===== src/rtl/seg_pkg.sv =====
// Shared constants for the seven-segment scan driver: segment codes,
// blank pattern and the default digit-slot length.
package seg_pkg;

  localparam int DIV_DEF = 50000;

  // Active-low a..g codes for hex digits 0..F (index 15 leftmost).
  localparam logic [15:0][6:0] HEX_SEG = {
    7'h0E, 7'h06, 7'h21, 7'h46, 7'h03, 7'h08, 7'h10, 7'h00,
    7'h78, 7'h02, 7'h12, 7'h19, 7'h30, 7'h24, 7'h79, 7'h40
  };

  localparam logic [6:0] BLANK_SEG = 7'h7F;
  localparam logic [3:0] CS_OFF    = 4'hF;

endpackage


===== src/rtl/seg_scan_disp_hex7seg.sv =====
// Combinational nibble to active-low seven-segment decoder.
module hex7seg
  import seg_pkg::*;
(
  input  logic [3:0] nib,
  output logic [6:0] seg
);

  assign seg = HEX_SEG[nib];

endmodule


===== src/rtl/seg_scan_disp.sv =====
// Four-digit multiplexed seven-segment driver; new values are taken only at
// frame boundaries so a frame never mixes old and new digits.
module seg_scan_disp
  import seg_pkg::*;
#(
  parameter int DIV = DIV_DEF
) (
  input  logic        CLK,
  input  logic        RST,
  input  logic [15:0] Val,
  input  logic        Val_vld,
  input  logic [3:0]  Dp,
  input  logic        Blank_lz,
  output logic [7:0]  Dis,
  output logic [3:0]  Cs,
  output logic        Upd
);

  localparam int PC_W = (DIV > 2) ? $clog2(DIV) : 1;

  logic [PC_W-1:0] pc_q, pc_d;
  logic [1:0]      sel_q, sel_d;
  logic [15:0]     pval_q, pval_d;
  logic [3:0]      pdp_q, pdp_d;
  logic            pend_q, pend_d;
  logic [15:0]     shown_q, shown_d;
  logic [3:0]      sdp_q, sdp_d;
  logic [7:0]      dis_q, dis_d;
  logic [3:0]      cs_q, cs_d;
  logic            upd_q, upd_d;

  logic            tick, boundary, load_now, load_pend, blank;
  logic [3:0]      nib;
  logic [6:0]      seg;

  hex7seg u_hex7seg (
    .nib (nib),
    .seg (seg)
  );

  always_comb begin
    tick      = (pc_q == PC_W'(DIV - 1));
    boundary  = tick && (sel_q == 2'd0);
    load_now  = boundary && Val_vld;
    load_pend = boundary && !Val_vld && pend_q;

    pc_d  = tick ? '0 : pc_q + PC_W'(1);
    sel_d = tick ? sel_q + 2'd1 : sel_q;

    pval_d = pval_q;
    pdp_d  = pdp_q;
    pend_d = pend_q;
    if (boundary) begin
      pend_d = 1'b0;
    end else if (Val_vld) begin
      pval_d = Val;
      pdp_d  = Dp;
      pend_d = 1'b1;
    end

    shown_d = shown_q;
    sdp_d   = sdp_q;
    if (load_now) begin
      shown_d = Val;
      sdp_d   = Dp;
    end else if (load_pend) begin
      shown_d = pval_q;
      sdp_d   = pdp_q;
    end

    // Decode from the post-update value so a boundary tick shows new digit 0.
    nib = shown_d[{sel_q, 2'b00} +: 4];
    case (sel_q)
      2'd1:    blank = Blank_lz && (shown_d[15:4] == 12'h000);
      2'd2:    blank = Blank_lz && (shown_d[15:8] == 8'h00);
      2'd3:    blank = Blank_lz && (shown_d[15:12] == 4'h0);
      default: blank = 1'b0;
    endcase

    dis_d = dis_q;
    cs_d  = cs_q;
    if (tick) begin
      dis_d = {~sdp_d[sel_q], blank ? BLANK_SEG : seg};
      cs_d  = ~(4'b0001 << sel_q);
    end
    upd_d = load_now || load_pend;
  end

  always_ff @(posedge CLK or posedge RST) begin
    if (RST) begin
      pc_q    <= '0;
      sel_q   <= 2'd0;
      pval_q  <= 16'h0000;
      pdp_q   <= 4'h0;
      pend_q  <= 1'b0;
      shown_q <= 16'h0000;
      sdp_q   <= 4'h0;
      dis_q   <= 8'hFF;
      cs_q    <= CS_OFF;
      upd_q   <= 1'b0;
    end else begin
      pc_q    <= pc_d;
      sel_q   <= sel_d;
      pval_q  <= pval_d;
      pdp_q   <= pdp_d;
      pend_q  <= pend_d;
      shown_q <= shown_d;
      sdp_q   <= sdp_d;
      dis_q   <= dis_d;
      cs_q    <= cs_d;
      upd_q   <= upd_d;
    end
  end

  assign Dis = dis_q;
  assign Cs  = cs_q;
  assign Upd = upd_q;

endmodule

===== config.mk =====
export PLATFORM = sky130hd
export DESIGN_NAME = seg_scan_disp
export DESIGN_NICKNAME = d
export VERILOG_FILES = /design/src/rtl/seg_pkg.sv /design/src/rtl/seg_scan_disp_hex7seg.sv /design/src/rtl/seg_scan_disp.sv
export SDC_FILE = /design/constraint.sdc
export NUM_CORES = 1
export LEC_CHECK = 0
export CAP_MARGIN = 20
export CORE_MARGIN = 3
export CORE_UTILIZATION = 47
export DETAILED_ROUTE_END_ITERATION = 16
export PLACE_DENSITY = 0.7
export RECOVER_POWER = 50
export SLEW_MARGIN = 20
export SYNTH_ARGS = -nofsm -noshare
export SYNTH_HDL_FRONTEND = slang
export SYNTH_SLANG_ARGS = --single-unit

===== constraint.sdc =====
create_clock -name CLK -period 3.8 [get_ports CLK]
set_clock_uncertainty 0.1 [all_clocks]
set_input_delay 0.76 -clock CLK [delete_from_list [all_inputs] [get_ports CLK]]
set_output_delay 0.76 -clock CLK [all_outputs]
set_load 0.02 [all_outputs]

==> results of run 1 <==
final cells by class:
cell class              instances  area (um2)  area share (%)
repair buffers                 47         453            10.2
well taps                      99         124            2.80
multi-input cells             247        1740            39.3
clock inverters                 5         104            2.34
flip-flops and latches         72        1820            41.0
inverters                      13        48.8            1.10
clock buffers                  11         141            3.19
per-layer routing:
metal  part of all wire (%)  global-route usage [%]
met4                    2.3                    8.89
met2                     47                    31.0
met5                      0                       0
met1                     45                    26.4
met3                    5.5                    4.70
registers in the layout, indices dropped and copies added (netlist names):
register / count
Cs: 4
pend_q: 1
pval_q: 16
shown_q: 16
sel_q: 2
Dis: 8
pc_q: 16
Upd: 1
pdp_q: 4
sdp_q: 4
cell families (layout without fill, tap and decap cells):
logic type,after synthesis,count (layout),share of synthesized area (%)
and+or+nand+nor,123,123,17.5
DFF,72,72,49.3
AOI/OAI and AO/OA,66,66,12.5
muxes,36,36,10.8
buffers and inverters,28,76,3.60
xor gates and xnor gates,12,12,2.85
adders and majority gates,10,10,3.40
worst max-delay path: cells and delay by family, from the launching register on:
family | cells | cell delay [ns]
AOI/OAI and AO/OA | 3 | 0.49
adders and majority gates | 1 | 0.25
buffers and inverters | 2 | 0.44
DFF | 1 | 0.42
muxes | 1 | 0.25
and+or+nand+nor | 4 | 1.45
power breakdown:
part           internal, mW  leakage (nW)  switching, mW  total, mW
registers             0.788         0.876         0.0126      0.801
logic                0.0475         0.912         0.0407     0.0883
clock network         0.454         0.124          0.285      0.739
Yosys cell counts, types with 3 or more instances:
| library cell | n | area share, % |
|---|---|---|
| and2_1 | 14 | 2.4 |
| o22ai_1 | 4 | 0.68 |
| o21ai_0 | 9 | 1.2 |
| a21oi_1 | 14 | 1.9 |
| mux2i_1 | 15 | 4.1 |
| nor3_1 | 4 | 0.54 |
| a32oi_1 | 15 | 3.6 |
| o32a_1 | 5 | 1.4 |
| and3_1 | 3 | 0.51 |
| o22a_1 | 3 | 0.71 |
| nor2_1 | 28 | 2.9 |
| nor2b_1 | 7 | 1.2 |
| buf_4 | 4 | 0.81 |
| nand2_1 | 32 | 3.3 |
| nand2b_1 | 5 | 0.85 |
| ha_1 | 10 | 3.4 |
| dfrtp_1 | 60 | 41 |
| xor2_1 | 7 | 1.7 |
| mux2_2 | 20 | 6.1 |
| clkbuf_1 | 6 | 0.61 |
| buf_2 | 4 | 0.54 |
| xnor2_1 | 5 | 1.2 |
| a31oi_1 | 7 | 1.2 |
| nor4_1 | 4 | 0.68 |
| inv_1 | 13 | 1.3 |
| dfstp_2 | 12 | 8.6 |
| nand3_1 | 14 | 1.9 |
cell usage in the layout, fill, tap and decap left out, types with 9 or more instances in the layout:
cell type,instances
o21ai_0,9
mux2i_1,15
a21oi_1,14
a32oi_1,15
nand2_1,32
and2_1,14
clkbuf_8,10
buf_4,9
dfstp_2,12
clkdlybuf4s50_1,35
nor2_1,28
inv_1,13
mux2_2,20
ha_1,10
nand3_1,14
dfrtp_1,60
stage by stage:
stage | utilization [%] | hold slack (ns) | area (um2) | instances
final | 59.5 | 0.362 | 4430 | 494
after global routing | 59.5 | 0.391 | 4430 | 494
after CTS | 59.7 | 0.368 | 4440 | 494
after detailed placement | 56.4 | 0.358 | 4200 | 478
after global placement | 56.4 | 0.347 | 4200 | 478
after floorplan | - | 0.325 | 3680 | 347
worst max-delay path by stage:
stage	start	endpoint	depth (start not counted)
after CTS	pc_q[11]$_DFF_PP0_	Dis[3]$_DFFE_PP1N_	11
after detailed placement	Val_vld	Dis[3]$_DFFE_PP1N_	13
after floorplan	pc_q[11]$_DFF_PP0_	Dis[6]$_DFFE_PP1N_	12
final	pc_q[11]$_DFF_PP0_	Dis[6]$_DFFE_PP1N_	11
after global placement	Val_vld	Dis[3]$_DFFE_PP1N_	13
after global routing	sel_q[0]$_DFFE_PP0N_	Dis[6]$_DFFE_PP1N_	13
==> reports/summary.txt, run 1 <==
Relative slew margins -> 24.5%
Syn Nets -> 381
MaxCap Viol Count -> 0
total clock sinks -> 72
setup TNS -> 0 ns
post-DR wirelength/cell -> 16.2 um
Yosys reg bits -> 72
reg2reg start -> pc_q[11]$_DFF_PP0_
R2R depth -> 11
asr flop ratio synth -> 100%
crit path kind -> reg -> reg
Pwr per Cell Area -> 367 nW/um2
FP Rows -> 31
hold endpoint -> pc_q[0]$_DFF_PP0_
Worst path max stage delay -> 0.59 ns
setup ws final -> 0.321 ns
Antenna Violating Nets Remaining -> 0
vias in the first global route -> 2803
worst-case vdd ir drop -> 0.235 mV
Setup crit end kind -> flop
Area growth, synth to finish -> 20.2%
Tmin final -> 3.48 ns
clk slew on worst S/H paths -> 0.07 ns
Final Cycle Share -> 91.5%
Initial Utilization -> 49.5%
antenna cells -> 0
IO Count -> 37
RSZ-0062 raised after global routing -> no
final layout net count -> 424
global route overflow -> 0
Pwr Total -> 1.63 mW
DIE HEIGHT -> 94.5 um
hold path startpoint -> pc_q[0]$_DFF_PP0_
CTS H-tree lvls -> 3
largest net degree at the start of global routing -> 48
Total Wirelength -> 7.98 mm
clock tree buffer depth -> 2
IO buf count -> 36
post-synth cell types -> 46
DR iter-0 viols -> 165
Vias -> 2747
cell count after synthesis -> 347
Detail Placement HPWL -> 5.51 mm
Critical Path AT -> 3.65 ns
Final setup viols -> 0
total track usage -> 19.9%
Num CTS Buffers -> 9
CTS tree -> done
layout cells sized above 1 -> 16.5%
area of the core -> 7450 um2
register area share after synthesis -> 49.3%
clock latency on the worst-skew pair -> 0.35 ns
Final Hold Fails -> 0
Startpoint Class -> flop
CTS Root Cell -> clkbuf_8
pins over their slew limit -> 0
pre-CTS setup slack -> 0.328 ns
synth warn -> 0
Achievable Freq -> 287 MHz
leakage -> 1.91 nW
critical-path cell list -> or4b_4 > nor4_4 > buf_12 > mux2i_1 > a21oi_1 > nor4_1 > inv_1 > ha_1 > nor2_1 > a211oi_1 > o32a_1
first-pass GRT wire length -> 13.6 mm
R2R Path End -> Dis[6]$_DFFE_PP1N_
die width -> 94.5 um
DR pass1 iterations -> 4
Hold Buf Count CTS -> 0
crit path max fanout -> 47
run status -> finished, final reports clean
synthesized cell area -> 3680 um2
Worst Path Required -> 3.97 ns
Least-Margin Pin Slew -> 1.13 ns
Die Area -> 8940 um2
Post-synth top flop -> dfrtp_1
Post-synth EDFFs -> 0
Post-CTS Setup Inserts -> 0
Hold WC Path Type -> reg -> reg
Filler cells -> 642
Slowest cell on crit path -> or4b_4
Avg Synthesized Cell Area -> 10.6 um2
Final GP Congestion -> 0.853
initial antenna violation count -> 0
reg2reg setup slack -> 0.32 ns
number of vias per cell -> 5.56
Resized Gates After CTS -> 0
Hold Path Depth -> 1
# DRC -> 0
(Power assumes the default switching activity.)
==> inputs of run 2 (changes only) <==
--- a/config.mk
+++ b/config.mk
@@ -7,9 +7,9 @@
 export LEC_CHECK = 0
 export CAP_MARGIN = 20
 export CORE_MARGIN = 3
-export CORE_UTILIZATION = 47
+export CORE_UTILIZATION = 51
 export DETAILED_ROUTE_END_ITERATION = 16
-export PLACE_DENSITY = 0.7
+export PLACE_DENSITY = 0.76
 export RECOVER_POWER = 50
 export SLEW_MARGIN = 20
 export SYNTH_ARGS = -nofsm -noshare
==> reports/summary.txt, run 2 (synthesis results as in run 1) <==
Area growth, synth to finish -> 19.9%
run status -> finished, final reports clean
layout cells sized above 1 -> 16.2%
IO Count -> 37
vias in the first global route -> 2784
pre-CTS setup slack -> 0.189 ns
Final Cycle Share -> 93.3%
Tmin final -> 3.54 ns
Relative slew margins -> 21.6%
Antenna Violating Nets Remaining -> 0
Slowest cell on crit path -> or4b_4
Total Wirelength -> 7.61 mm
clock latency on the worst-skew pair -> 0.35 ns
Least-Margin Pin Slew -> 1.17 ns
initial antenna violation count -> 0
DIE HEIGHT -> 91 um
final layout net count -> 423
most common cell after layout, fill and taps aside -> dfrtp_1
Detail Placement HPWL -> 5.41 mm
Worst Hold Slack -> 0.368 ns
clock tree buffer depth -> 2
CTS Root Cell -> clkbuf_8
largest net degree at the start of global routing -> 48
setup TNS -> 0 ns
critical-path cell list -> or4b_4 > nor4_4 > buf_12 > nor2b_1 > o21ai_0 > a211o_1 > and2_1 > ha_1 > nor2_1 > a211oi_1 > o32a_1
worst-case vdd ir drop -> 0.228 mV
crit path kind -> reg -> reg
Final GP Congestion -> 0.802
pins over their slew limit -> 0
Worst path max stage delay -> 0.59 ns
leakage -> 1.90 nW
Num CTS Buffers -> 9
Hold WC Path Type -> reg -> reg
Die Area -> 8280 um2
total clock sinks -> 72
Hold Buf Count CTS -> 0
CTS tree -> done
first-pass GRT wire length -> 13.2 mm
antenna cells -> 0
RSZ-0062 raised after global routing -> no
Setup crit end kind -> flop
# DRC -> 0
FP Rows -> 30
CTS H-tree lvls -> 3
clk slew on worst S/H paths -> 0.08 ns
Final setup viols -> 0
setup ws final -> 0.256 ns
most frequent cells in the layout -> dfrtp_1 (60), clkdlybuf4s50_1 (35), nand2_1 (32), nor2_1 (28), mux2_2 (20)
Critical Path AT -> 3.73 ns
Final Util -> 63.9%
Worst Path Required -> 3.98 ns
Final Hold Fails -> 0
Resized Gates After CTS -> 0
Vias -> 2727
DR pass1 iterations -> 5
post-DR wirelength/cell -> 15.5 um
number of vias per cell -> 5.57
DR iter-0 viols -> 142
IO buf count -> 36
design area -> 4420 um2
global route overflow -> 0
Pwr per Cell Area -> 367 nW/um2
crit path max fanout -> 47
cell area after placement -> 4190 um2
Achievable Freq -> 282 MHz
MaxCap Viol Count -> 0
Post-CTS Setup Inserts -> 0
total track usage -> 19.8%
Startpoint Class -> flop
die width -> 91 um
area of the core -> 6910 um2
largest registers -> pc_q (16), pval_q (16), shown_q (16)
Initial Utilization -> 53.4%
-- run 2: cell types whose count changed in the layout (fill, tap and decap cells not counted) --
cell,change
clkinv_4,+1
buf_4,-1
inv_6,+1
clkinv_2,-1
clkbuf_8,-1
-- run 2: critical path, delay by kind of cell (launching register included) --
family / cells / cell delay, ns
and+or+nand+nor: 5 / 1.44
AOI/OAI and AO/OA: 4 / 0.94
DFF: 1 / 0.43
buffers and inverters: 1 / 0.28
adders and majority gates: 1 / 0.25
-- run 2: final timing paths --
kind	from	end	slack (ns)	depth (start not counted)
max	pc_q[11]$_DFF_PP0_	Dis[6]$_DFFE_PP1N_	0.26	11
min	pc_q[0]$_DFF_PP0_	pc_q[0]$_DFF_PP0_	0.37	1
max reg2reg	pc_q[11]$_DFF_PP0_	Dis[6]$_DFFE_PP1N_	0.26	11
min reg2reg	pc_q[0]$_DFF_PP0_	pc_q[0]$_DFF_PP0_	0.37	1
max in group asynchronous	RST	shown_q[1]$_DFF_PP0_	0.93	3
min in group asynchronous	RST	sdp_q[3]$_DFF_PP0_	1.07	2
-- run 2: cell type report --
| cell class | count | area (um2) |
|---|---|---|
| clock buffers | 10 | 128 |
| well taps | 96 | 120 |
| multi-input cells | 247 | 1740 |
| repair buffers | 46 | 445 |
| flip-flops and latches | 72 | 1820 |
| fillers | 584 | 2490 |
| clock inverters | 6 | 116 |
| inverters | 13 | 48.8 |
-- run 2: report_power, final --
group / internal [mW] / total (mW) / switching, mW / leakage [nW]
Sequential: 0.788 / 0.800 / 0.0124 / 0.876
Clock: 0.441 / 0.733 / 0.292 / 0.121
Combinational: 0.0468 / 0.0864 / 0.0395 / 0.907
Total: 1.28 / 1.62 / 0.344 / 1.90
-- run 2: stage by stage --
step | cells | power (mW)
finish | 490 | 1.62
global route | 490 | 1.68
CTS | 490 | 1.64
detailed placement | 474 | 0.905
global placement | 474 | 0.903
floorplan | 347 | 0.858
-- run 2: routing by layer --
metal	up-vias	track usage [%]	wire, um
li1	1337	-	-
met1	1324	26.3	3460
met2	56	31.3	3710
met3	10	5.88	331
met4	0	6.16	106
met5	-	0	0
